--- src/rtl/xadc_drp_cobs_packetizer.sv ---
// Reads one voltage and one current aux channel over DRP on each XADC EOS and streams
// the pair as a 6-byte COBS frame with 0x00 delimiter. Optional macro: XADC_PKT_DROP_CNT_EN.
module xadc_drp_cobs_packetizer #(
    parameter logic [6:0] VOLTAGE_DADDR = 7'h14,
    parameter logic [6:0] CURRENT_DADDR = 7'h1C
) (
    input  logic        xadc_dclk,
    input  logic        xadc_reset,
    output logic [6:0]  xadc_daddr,
    output logic        xadc_den,
    input  logic        xadc_drdy,
    input  logic [15:0] xadc_do,
    input  logic        xadc_eos,
    output logic [7:0]  packet_tdata,
    output logic        packet_tvalid,
    input  logic        packet_tready,
    output logic        packet_tlast
`ifdef XADC_PKT_DROP_CNT_EN
    ,
    output logic [15:0] dropped_count
`endif
);

    typedef enum logic [2:0] {IDLE, RD_V, WAIT_V, RD_I, WAIT_I, SEND} state_t;

    state_t      r_state, w_next;
    logic [15:0] r_v, r_c;
    logic [7:0]  r_buf [6];
    logic [2:0]  r_idx;
    logic        r_tvalid;
    logic [7:0]  w_pay [4];
    logic [7:0]  w_enc [5];
    logic [7:0]  w_run;
    logic        w_xfer;

    assign w_xfer = r_tvalid && packet_tready;

    always_comb begin
        w_next     = r_state;
        xadc_den   = 1'b0;
        xadc_daddr = 7'h00;
        case (r_state)
            IDLE:   if (xadc_eos) w_next = RD_V;
            RD_V:   begin xadc_den = 1'b1; xadc_daddr = VOLTAGE_DADDR; w_next = WAIT_V; end
            WAIT_V: begin xadc_daddr = VOLTAGE_DADDR; if (xadc_drdy) w_next = RD_I; end
            RD_I:   begin xadc_den = 1'b1; xadc_daddr = CURRENT_DADDR; w_next = WAIT_I; end
            WAIT_I: begin xadc_daddr = CURRENT_DADDR; if (xadc_drdy) w_next = SEND; end
            SEND:   if (w_xfer && r_idx == 3'd5) w_next = IDLE;
            default: w_next = IDLE;
        endcase
    end

    // COBS encode walking backwards: each zero takes the run length of what follows it.
    always_comb begin
        w_pay[0] = r_v[15:8];
        w_pay[1] = r_v[7:0];
        w_pay[2] = r_c[15:8];
        w_pay[3] = r_c[7:0];
        w_run    = 8'd1;
        for (int i = 0; i < 5; i++) w_enc[i] = 8'h00;
        for (int i = 3; i >= 0; i--) begin
            if (w_pay[i] == 8'h00) begin
                w_enc[i+1] = w_run;
                w_run      = 8'd1;
            end else begin
                w_enc[i+1] = w_pay[i];
                w_run      = w_run + 8'd1;
            end
        end
        w_enc[0] = w_run;
    end

    always_ff @(posedge xadc_dclk or negedge xadc_reset) begin
        if (!xadc_reset) begin
            r_state  <= IDLE;
            r_v      <= '0;
            r_c      <= '0;
            r_idx    <= '0;
            r_tvalid <= 1'b0;
            for (int i = 0; i < 6; i++) r_buf[i] <= '0;
        end else begin
            r_state <= w_next;
            if (r_state == WAIT_V && xadc_drdy) r_v <= xadc_do;
            if (r_state == WAIT_I && xadc_drdy) r_c <= xadc_do;
            // First SEND cycle latches the encoded frame; tvalid rises one cycle later.
            if (r_state == SEND) begin
                if (!r_tvalid) begin
                    for (int i = 0; i < 5; i++) r_buf[i] <= w_enc[i];
                    r_buf[5] <= 8'h00;
                    r_idx    <= 3'd0;
                    r_tvalid <= 1'b1;
                end else if (packet_tready) begin
                    if (r_idx == 3'd5) begin
                        r_tvalid <= 1'b0;
                        r_idx    <= 3'd0;
                    end else begin
                        r_idx <= r_idx + 3'd1;
                    end
                end
            end
        end
    end

    always_comb begin
        packet_tdata = 8'h00;
        if (r_tvalid) begin
            case (r_idx)
                3'd0: packet_tdata = r_buf[0];
                3'd1: packet_tdata = r_buf[1];
                3'd2: packet_tdata = r_buf[2];
                3'd3: packet_tdata = r_buf[3];
                3'd4: packet_tdata = r_buf[4];
                3'd5: packet_tdata = r_buf[5];
                default: packet_tdata = 8'h00;
            endcase
        end
    end

    assign packet_tvalid = r_tvalid;
    assign packet_tlast  = r_tvalid && (r_idx == 3'd5);

`ifdef XADC_PKT_DROP_CNT_EN
    logic [15:0] r_drop;
    always_ff @(posedge xadc_dclk or negedge xadc_reset) begin
        if (!xadc_reset)
            r_drop <= '0;
        else if (xadc_eos && r_state != IDLE && r_drop != 16'hFFFF)
            r_drop <= r_drop + 16'd1;
    end
    assign dropped_count = r_drop;
`endif

endmodule

--- config.mk ---
export PLATFORM = sky130hd
export DESIGN_NAME = xadc_drp_cobs_packetizer
export DESIGN_NICKNAME = d
export VERILOG_FILES = /design/src/rtl/xadc_drp_cobs_packetizer.sv
export SDC_FILE = /design/constraint.sdc
export NUM_CORES = 1
export LEC_CHECK = 0
export CAP_MARGIN = 20
export CORE_ASPECT_RATIO = 0.9
export CORE_UTILIZATION = 48
export CTS_BUF_LIST = sky130_fd_sc_hd__clkbuf_4
export DETAILED_ROUTE_END_ITERATION = 6
export GPL_ROUTABILITY_DRIVEN = 0
export PLACE_DENSITY = 0.66
export SLEW_MARGIN = 20
export SYNTH_ARGS = -nofsm -noshare
export SYNTH_HDL_FRONTEND = slang
export SYNTH_SLANG_ARGS = --single-unit
--- constraint.sdc ---
create_clock -name xadc_dclk -period 1.9 [get_ports xadc_dclk]
set_input_delay 0.19 -clock xadc_dclk [delete_from_list [all_inputs] [get_ports xadc_dclk]]
set_output_delay 0.19 -clock xadc_dclk [all_outputs]
set_load 0.01 [all_outputs]
# Word-level counts from Yosys, hierarchy flattened
# Cells that the tools add are included.
# W data, S select, Z words.
dict set report op_classes {
  addsub 4
  n_eq_ne 15
  muxes 23
  bitwise_logic 1
  n_reduce_logical 17
}
# op count
set op_table {}
lappend op_table {{$mux W8} 8}
lappend op_table {{$pmux W8 S5} 1}
lappend op_table {{$logic_not A8 Y1} 4}
lappend op_table {{$add A8 B1 Y8 const B} 3}
lappend op_table {{$mux W3} 7}
lappend op_table {{$pmux W3 S6} 1}
lappend op_table {{$eq A3 B2 Y1 const B} 4}
lappend op_table {{$eq A3 B3 Y1 const B} 4}
lappend op_table {{$ne A2 B2 Y1 const B} 5}
lappend op_table {{$pmux W5 S2} 1}
lappend op_table {{$eq A3 B1 Y1 const B} 2}
lappend op_table {{$logic_not A3 Y1} 2}
lappend op_table {{$reduce_or A2 Y1} 3}
lappend op_table {{$logic_and A1 B1 Y1} 5}
lappend op_table {{$mux W1} 4}
lappend op_table {{$reduce_and A2 Y1} 2}
lappend op_table {{$reduce_and A4 Y1} 1}
lappend op_table {{$add A3 B1 Y3 const B} 1}
lappend op_table {{$mux W2} 1}
lappend op_table {{$not A1 Y1} 1}
dict set report totals {
  register_bits 79
  in_bits 21
  word_cells 70
}

# Depth between registers and ports, before layout
# Gate-level depths: netlist of the first run.
dict set report logic_depth {
  word_depth 8
  mapped_depth 8
  ltp_nobuf 5
}

# Worst setup path before layout of the first run
# Ideal clock, no wire load.
dict set report synth_path {
  path_kind {register -> output}
  from {register r_idx[0]}
  to {output port packet_tdata[4]}
  arrival_ps 1585
  setup_slack_ps 125
  path_stages_with_launch 9
  path_buffers 3
  path_cell_list {dfrtp_1 > buf_4 > clkbuf_1 > and2_1 > ha_1 > buf_1 > a22oi_1 > o21ai_0 > nor2b_1}
}
dict set report synth_between {
  elab_chain_len 3
  word_cells_on_any_way 7
  cone_classes {eq/ne (4); mux (2); reduce/logical (1)}
}
# element line_no
set synth_lines {}
lappend synth_lines {{start: declaration} 29} ;# logic [2:0] r_idx;
lappend synth_lines {{start signal: assignment} 97} ;# r_idx <= r_idx + 3'd1;
lappend synth_lines {{$eq A3 B3 Y1 (tied with other cells)} 107} ;# case (r_idx)
lappend synth_lines {{$pmux W8 S5 *} 107}
lappend synth_lines {{$mux W8 *} 106} ;# if (r_tvalid) begin
lappend synth_lines {{end: declaration} 14} ;# output logic [7:0] packet_tdata,
# Every way passes the cells marked *; elsewhere a longest branch is shown, timed or not.

# Final worst setup path of the first run
dict set report layout_path {
  from {register r_idx[1]}
  to {output port packet_tdata[7]}
}
# Same word-level chain as after synthesis.

==> summary.md, run 1 <==
| Metric | Value |
|---|---|
| Clk sink count | between 70 and 80 |
| Global-route usage over all layers | 0.226 |
| Total inserted antenna cells | 0 |
| Post-Synth Adder-Cell Area | 0.00349 |
| Clock buffers created by TritonCTS | 9 |
| Synthesis-to-finish area growth | 24.3% |
| Setup repair after global routing missed its margin | true |
| Critical path data required time | approximately 1.7 ns |
| Clock Path Buffers | 2 |
| Period minus WS final | between 2 and 2.5 ns |
| Setup slack after placement | -0.0681 ns |
| Initial cell density of the core | 0.501 |
| Unique cell type count in the Yosys netlist | 46 |
| Number of maximum-capacitance violations | 0 |
| Most area-hungry cell type in the Yosys netlist | dfrtp_1 |
| Share of synthesized area occupied by flip-flops and latches | 0.524 |
| Post-route worst hold slack | roughly 0.19 ns |
| Most used flip-flop cell after synthesis | dfrtp_1 |
| Worst IR drop on VDD | 0.000812 V |
| Largest cells by area after synthesis | dfrtp_1, nand2_1, mux2_4 |
| Clock-pin slew of the registers on the worst-case setup and hold paths | roughly 0.11 ns |
| Element type at the critical path end | output pin |
| Worst Setup Path Type | reg2out |
| DRT antenna net count | 0 |
| Chip Height | roughly 84 um |
| Most used standard cell by instance count after synthesis | nand2_1 |
| Pin count of the biggest net entering global routing | 65 |
| Placed inst area | about 4100 um^2 |
| Setup total negative slack | -0.521 ns |
| Fin worst setup slack | -0.133 ns |
| Number of synthesized flops with an enable pin | 0 |
| Summed instance area of the synthesized netlist | 3580 um^2 |
| Yosys top cell area share | 0.524 |
| H-tree level count | 3 |
| Power per standard cell area | around 1500 nW/um^2 |
| Layout Cell Area excl Fill | about 4500 um^2 |
| Kind of launch point of the worst setup path | register |
| Failing checks | setup timing |
| Total via count after detailed routing | roughly 2600 |
| Final Hold Violating Endpoints | 0 |
| Compound-cell area share of the yosys netlist | 0.0932 |
| Mux cell area share after synthesis | 0.138 |
| Outcome | finished, violations left |
| First-pass GRT wire length | approximately 13000 um |
| Critical path fanouts, max | 8 |
| Most common library cells after synthesis | nand2_1, dfrtp_1, o21ai_0 |
| Total of buffers placed on input and output ports | 34 |
| Leakage power total | 2.07 nW |
| DR vias/cell | roughly 5.3 |
| Clock tree root driver cell | clkbuf_4 |
| Average wire per standard cell | roughly 16 um |
| Post-route clock skew | ~0.0066 ns |
| Via count of the first global-routing pass | 2651 |
| # nets final | 419 |
| Top-level I/O count | 39 |
| Post-Synth Simple-Gate Area | 0.189 |
| Total wire length after detailed routing | between 8000 and 9000 um |
| Path class of the lowest-slack min-delay path | in2async |
| XOR/XNOR share of the synthesized area | 0.00489 |
| Final setup vio count | 7 |
| Fin crit share | 1.07 |
| Number of synthesized register bits | 75 |
| Drt first pass iters | 4 |
| Worst-Skew Late Latency | about 0.4 ns |
| Number of placement rows | 29 |
| Power Total | slightly below 0.007 W |
| FFs w/ async S/R, synth | 1.00 |
| Achievable clock frequency | 0.492 GHz |
| Remaining design rule violation count | 0 |
| Number of pins exceeding their max-slew limit in the final report | 0 |
| Dominant combinational cell family by area after synthesis | simple AND/OR/NAND/NOR gates |
| Overall die width | about 93 um |
| Critical Path AT | 1.84 ns |
| Core outline area | between 7000 and 8000 um^2 |
| Placed wire-length estimate | roughly 5500 um |
| Share of post-route cells with drive strength above 1 | 0.308 |
| Avg Inst Size Synth | ~11 um^2 |
| Gate count after technology mapping | 340 |
| Number of design-rule violations left by the first detailed-router iteration | about 170 |
| Yosys warning count | 0 |
| Area of the die | approximately 7800 um^2 |
| Leftover overflow at the end of global routing | 0 |
| CTS tree | yes |
| Antenna violations before repair | 0 |
==> cell type report <==
type / instances / area [um^2]
Inverter: 4 / 15.0
Clock buffer: 10 / 75.1
Clock inverter: 6 / 80.1
Timing Repair Buffer: 65 / 616
Sequential cell: 75 / 1880
Fill cell: 594 / 2690
Tap cell: 93 / 116
Multi-Input combinational cell: 242 / 1670
==> per-layer routing <==
layer  GRT usage  wire length [um]  vias up
li1            -                 -     1268
met1       0.336              3920     1276
met2       0.324              3570       72
met3      0.0474               394       12
met4      0.0839               119        0
met5           0                 0        -
==> cell usage in the layout (no fill, tap or decap), types with 5 or more instances in the layout <==
cell type	instances
mux2_4	20
o21ai_1	7
nor2_1	17
buf_12	5
nor4_1	6
nor2b_1	5
a22oi_2	8
clkdlybuf4s50_1	21
nand2_1	84
clkbuf_4	10
buf_6	8
buf_2	10
a21oi_1	10
dfrtp_1	71
mux2_2	14
o21ai_0	13
buf_4	16
==> state kept, by name, summed over array words and instances, names as in the netlist <==
name,cells
r_state,3
r_buf,36
r_c,16
packet_tvalid,1
r_v,16
r_idx,3
==> metrics by stage <==
stage | instances | util
floorplan | 343 | -
global placement | 466 | 0.571
detailed placement | 466 | 0.571
CTS | 493 | 0.611
global route | 495 | 0.623
finish | 495 | 0.623
==> worst paths after layout <==
kind	startpoint	to	slack [ns]	depth (start not counted)
max	r_idx[1]	packet_tdata[7]	-0.13	6
min	xadc_reset	r_state[1]	0.19	2
max reg2reg	r_state[0]	r_buf[42]	0.20	7
min reg2reg	r_buf[25]	r_buf[25]	0.50	2
max in group asynchronous	xadc_reset	r_v[10]	1.07	3
min in group xadc_dclk	xadc_do[13]	r_v[13]	0.40	2
==> report_power, final <==
part           switching (W)  total (W)  internal [W]
Clock               0.000524    0.00106      0.000540
Combinational        0.00118    0.00270       0.00152
Sequential          0.000654    0.00298       0.00233
==> timing repair <==
item	4_1_cts	5_1_grt
hold buffers	1	0
endpoints found under the setup margin	13	8
endpoints found under the hold margin	11	0
setup buffers	10	4
pin swaps	4	15
cloned	0	1
gates resized for setup	69	21
==> worst max-delay path: stages, from the launching register on <==
cell and delay (ns):
dfrtp_1 0.44, and2_4 0.19, ha_4 0.21, a22oi_2 0.20, o21ai_1 0.10, nor2b_2 0.16
buf_2 0.13
==> logic make-up (layout without fill, tap and decap cells) <==
logic type	count (synthesis)	after routing
buffers and inverters	26	85
other	1	4
flip-flops	75	75
AO/OA/AOI/OAI	55	55
AND/OR/NAND/NOR	142	142
multiplexers	38	38
adder cells (fa/ha/maj)	1	1
XOR/XNOR	2	2
No activity file was read; power rests on OpenSTA's default activity.
==> inputs of run 2 (changes only) <==
ABC_AREA = 1   (was default)
==> run 2 against run 1 <==
Net effect: the run still ends with setup timing left; global-route usage grew 0.11 points; die area shrank 2.3%; cell count grew 21%; design area shrank 5.8%; critical path depth grew 2; synthesized area shrank 2.3%; hold slack gained 0.051 ns; largest power group unchanged.
==> summary.md, run 2 <==
| Metric | Value |
|---|---|
| Outcome | finished, violations left |
| Failing checks | setup timing |
| Most common library cells after synthesis | nand2_1, dfrtp_1, inv_1 |
| WL met3 | 453 um (+15%) |
| Clk sink count | 75 (unchanged) |
| Number of synthesized flops with an enable pin | 0 (unchanged) |
| Area of the die | 7640 um^2 (-2.3%) |
| Worst-path cell chain | buf_6 -> nor3_4 -> buf_4 -> nand2_1 -> nand4_1 -> nor2_1 -> nor2_1 -> buf_2 |
| Total inserted antenna cells | 0 (unchanged) |
| Critical path data required time | 1.71 ns (about the same) |
| Leakage power total | 2.17 nW (+4.9%) |
| Kind of launch point of the worst setup path | register |
| Number of placement rows | 29 (unchanged) |
| Average wire per standard cell | 12.9 um (-20%) |
| Setup repair after global routing missed its margin | true |
| Fin crit share | 1.04 (-0.0333) |
| Drt first pass iters | 5 (+1) |
| Highest-count cells in the layout ignoring fill and taps | nand2_1, dfrtp_1, inv_1, nor2_1, o21ai_0 |
| DR vias/cell | 4.89 (-8.0%) |
| Combined buffer and inverter count along the critical path | 3 (+2) |
| Leftover overflow at the end of global routing | 0 (unchanged) |
| Gate count after technology mapping | 447 (+31%) |
| Yosys warning count | 0 (unchanged) |
| Clock tree root driver cell | clkbuf_4 |
| Largest register FFs | 36 (unchanged) |
| Cell family with most CP delay | simple AND/OR/NAND/NOR gates |
| Critical path fanouts, max | 4 (-4) |
| Antenna violations before repair | 0 (unchanged) |
| Largest cells by area after synthesis | dfrtp_1, nand2_1, o21ai_0 |
| Unique cell type count in the Yosys netlist | 29 (-37%) |
| Top-level I/O count | 39 (unchanged) |
| Post-Route M1 WL | 3880 um (-0.97%) |
| Placed wire-length estimate | 5480 um (-0.38%) |
| Layout Cell Area excl Fill | 4200 um^2 (-5.8%) |
| Final std cells w/o fill | 600 (+21%) |
| Total of buffers placed on input and output ports | 34 (unchanged) |
| Setup total negative slack | -0.335 ns (+0.186 ns) |
| First-pass GRT wire length | 13400 um (+0.73%) |
| Max layer used | met4 |
| Clock-pin slew of the registers on the worst-case setup and hold paths | 0.12 ns (about the same) |
| Number of maximum-capacitance violations | 0 (unchanged) |
| Core outline area | 7040 um^2 (-1.5%) |
| DRT antenna net count | 0 (unchanged) |
| Largest reg by FF count | r_buf |
| Element type at the critical path end | output pin |
| Power per standard cell area | 1480 nW/um^2 (-2.1%) |
| Period minus WS final | 1.97 ns (-0.0633 ns) |
| # nets final | 525 (+25%) |
| Remaining design rule violation count | 0 (unchanged) |
| Number of design-rule violations left by the first detailed-router iteration | 222 (+35%) |
| Worst Setup Path Type | reg2out |
| Largest regs | r_buf x36, r_c x16, r_v x16 |
| Share of post-route cells with drive strength above 1 | 0.146 (-0.163) |
| Critical-path top delay cell | dfrtp_2 |
| Final Hold Violating Endpoints | 0 (unchanged) |
| Most prevalent standard cell on the critical path | nor2_1 |
| Clock Path Buffers | 2 (unchanged) |
| Total wire length after detailed routing | 7720 um (-3.6%) |
| Clock buffers created by TritonCTS | 9 (unchanged) |
| Number of pins exceeding their max-slew limit in the final report | 0 (unchanged) |
| Fin worst setup slack | -0.0701 ns (+0.0633 ns) |
| Placed inst area | 3980 um^2 (-2.4%) |
| Critical Path AT | 1.78 ns (-0.06 ns) |
| Path class of the lowest-slack min-delay path | in2async |
| Largest incremental delay on the critical path | 0.46 ns (+0.02 ns) |
| Avg Inst Size Synth | 7.83 um^2 (-26%) |
| Post-route clock skew | 0.0139 ns (+0.00730 ns) |
| Most frequent standard cell in the layout excluding fill and tap cells | nand2_1 |
| Via count of the first global-routing pass | 2781 (+4.9%) |
| Most used standard cell by instance count after synthesis | nand2_1 |
| Achievable clock frequency | 0.508 GHz (+3.2%) |
| Placed cell count | 573 (+23%) |
| Pin count of the biggest net entering global routing | 46 (-29%) |
| Final setup vio count | 7 (unchanged) |
| H-tree level count | 3 (unchanged) |
| Worst-Skew Late Latency | 0.42 ns (about the same) |
| Total via count after detailed routing | 2932 (+12%) |
| Total of fill cells in the finished design | 662 (+11%) |
| Summed instance area of the synthesized netlist | 3500 um^2 (-2.3%) |
| Overall die width | 92.0 um (-1.1%) |
| Yosys top cell area share | 0.536 (+0.0125) |
| Initial cell density of the core | 0.497 (-0.00415) |
| Chip Height | 83.0 um (-1.1%) |
| Worst IR drop on VDD | 0.000811 V (-0.12%) |
| Global-route usage over all layers | 0.227 (+0.00106) |
| Share of synthesized area occupied by flip-flops and latches | 0.536 (+0.0125) |
| FFs w/ async S/R, synth | 1.00 (unchanged) |
| Met2 routed wirelength | 3290 um (-7.9%) |
| Most area-hungry cell type in the Yosys netlist | dfrtp_1 |
| CTS tree | yes |
| Setup slack after placement | -0.0271 ns (+0.0409 ns) |
| Most used flip-flop cell after synthesis | dfrtp_1 |
| Number of synthesized register bits | 75 (unchanged) |
| Synthesis-to-finish area growth | 19.9% |
## run 2: cell count changes in the layout (fill, tap and decap cells not counted), sizes merged, moves of 6 or more
cell   change
and2       -8
inv       +42
nor2b     -10
nand3      +8
o21ai     +30
mux2      -34
nand2     +85
a22oi     -11
nor4       -6
nor2      +27
## run 2: layout make-up
| type | count | area [um^2] | area share |
|---|---|---|---|
| flip-flops and latches | 75 | 1880 | 0.448 |
| repair buffers | 62 | 542 | 0.129 |
| clock buffers | 9 | 67.6 | 0.0161 |
| inverters | 46 | 175 | 0.0417 |
| multi-input cells | 309 | 1380 | 0.330 |
| well taps | 93 | 116 | 0.0277 |
| clock inverters | 6 | 33.8 | 0.00805 |
## run 2: report_power, final
group          internal [W]  switching (W)
Combinational       0.00112        0.00140
Clock              0.000250       0.000527
Sequential          0.00232       0.000603
## run 2: routing by layer
layer / up-vias / track usage
met1: 1352 / 0.351
met5: - / 0
li1: 1495 / -
met3: 9 / 0.0504
met4: 0 / 0.0639
met2: 76 / 0.321
## run 2: metrics by stage
stage               power (W)   util  hold slack, ns
floorplan             0.00430      -          -0.106
global placement      0.00519  0.566           0.152
detailed placement    0.00527  0.566           0.153
CTS                   0.00613  0.589           0.236
global route          0.00677  0.597           0.243
finish                0.00622  0.597           0.246
## run 2: final timing paths
| check | start | end | slack (ns) | depth (start not counted) |
|---|---|---|---|---|
| max in group asynchronous | xadc_reset | r_state[1] | 1.06 | 3 |
| max reg2reg | r_state[2] | r_idx[1] | 0.34 | 7 |
| max | r_idx[2] | packet_tdata[2] | -0.07 | 8 |
| min | xadc_reset | r_v[14] | 0.25 | 2 |
| min in group xadc_dclk | xadc_do[11] | r_v[11] | 0.33 | 3 |
| min reg2reg | r_buf[27] | r_buf[27] | 0.50 | 2 |
## run 2: repair_timing
| item | in CTS | in global routing |
|---|---|---|
| buffers inserted | 7 | 5 |
| hold buffers | 1 | 0 |
| endpoints found under the hold margin | 30 | 0 |
| endpoints found under the setup margin | 12 | 9 |
| pin swaps | 4 | 5 |
| gates resized for setup | 52 | 9 |
## run 2: cells by family after synthesis
logic type	share of synthesized area
compound gates	0.105
flops	0.536
other cells	0.00107
fa+ha+maj	0.00357
buf+inv	0.0872
simple gates	0.267
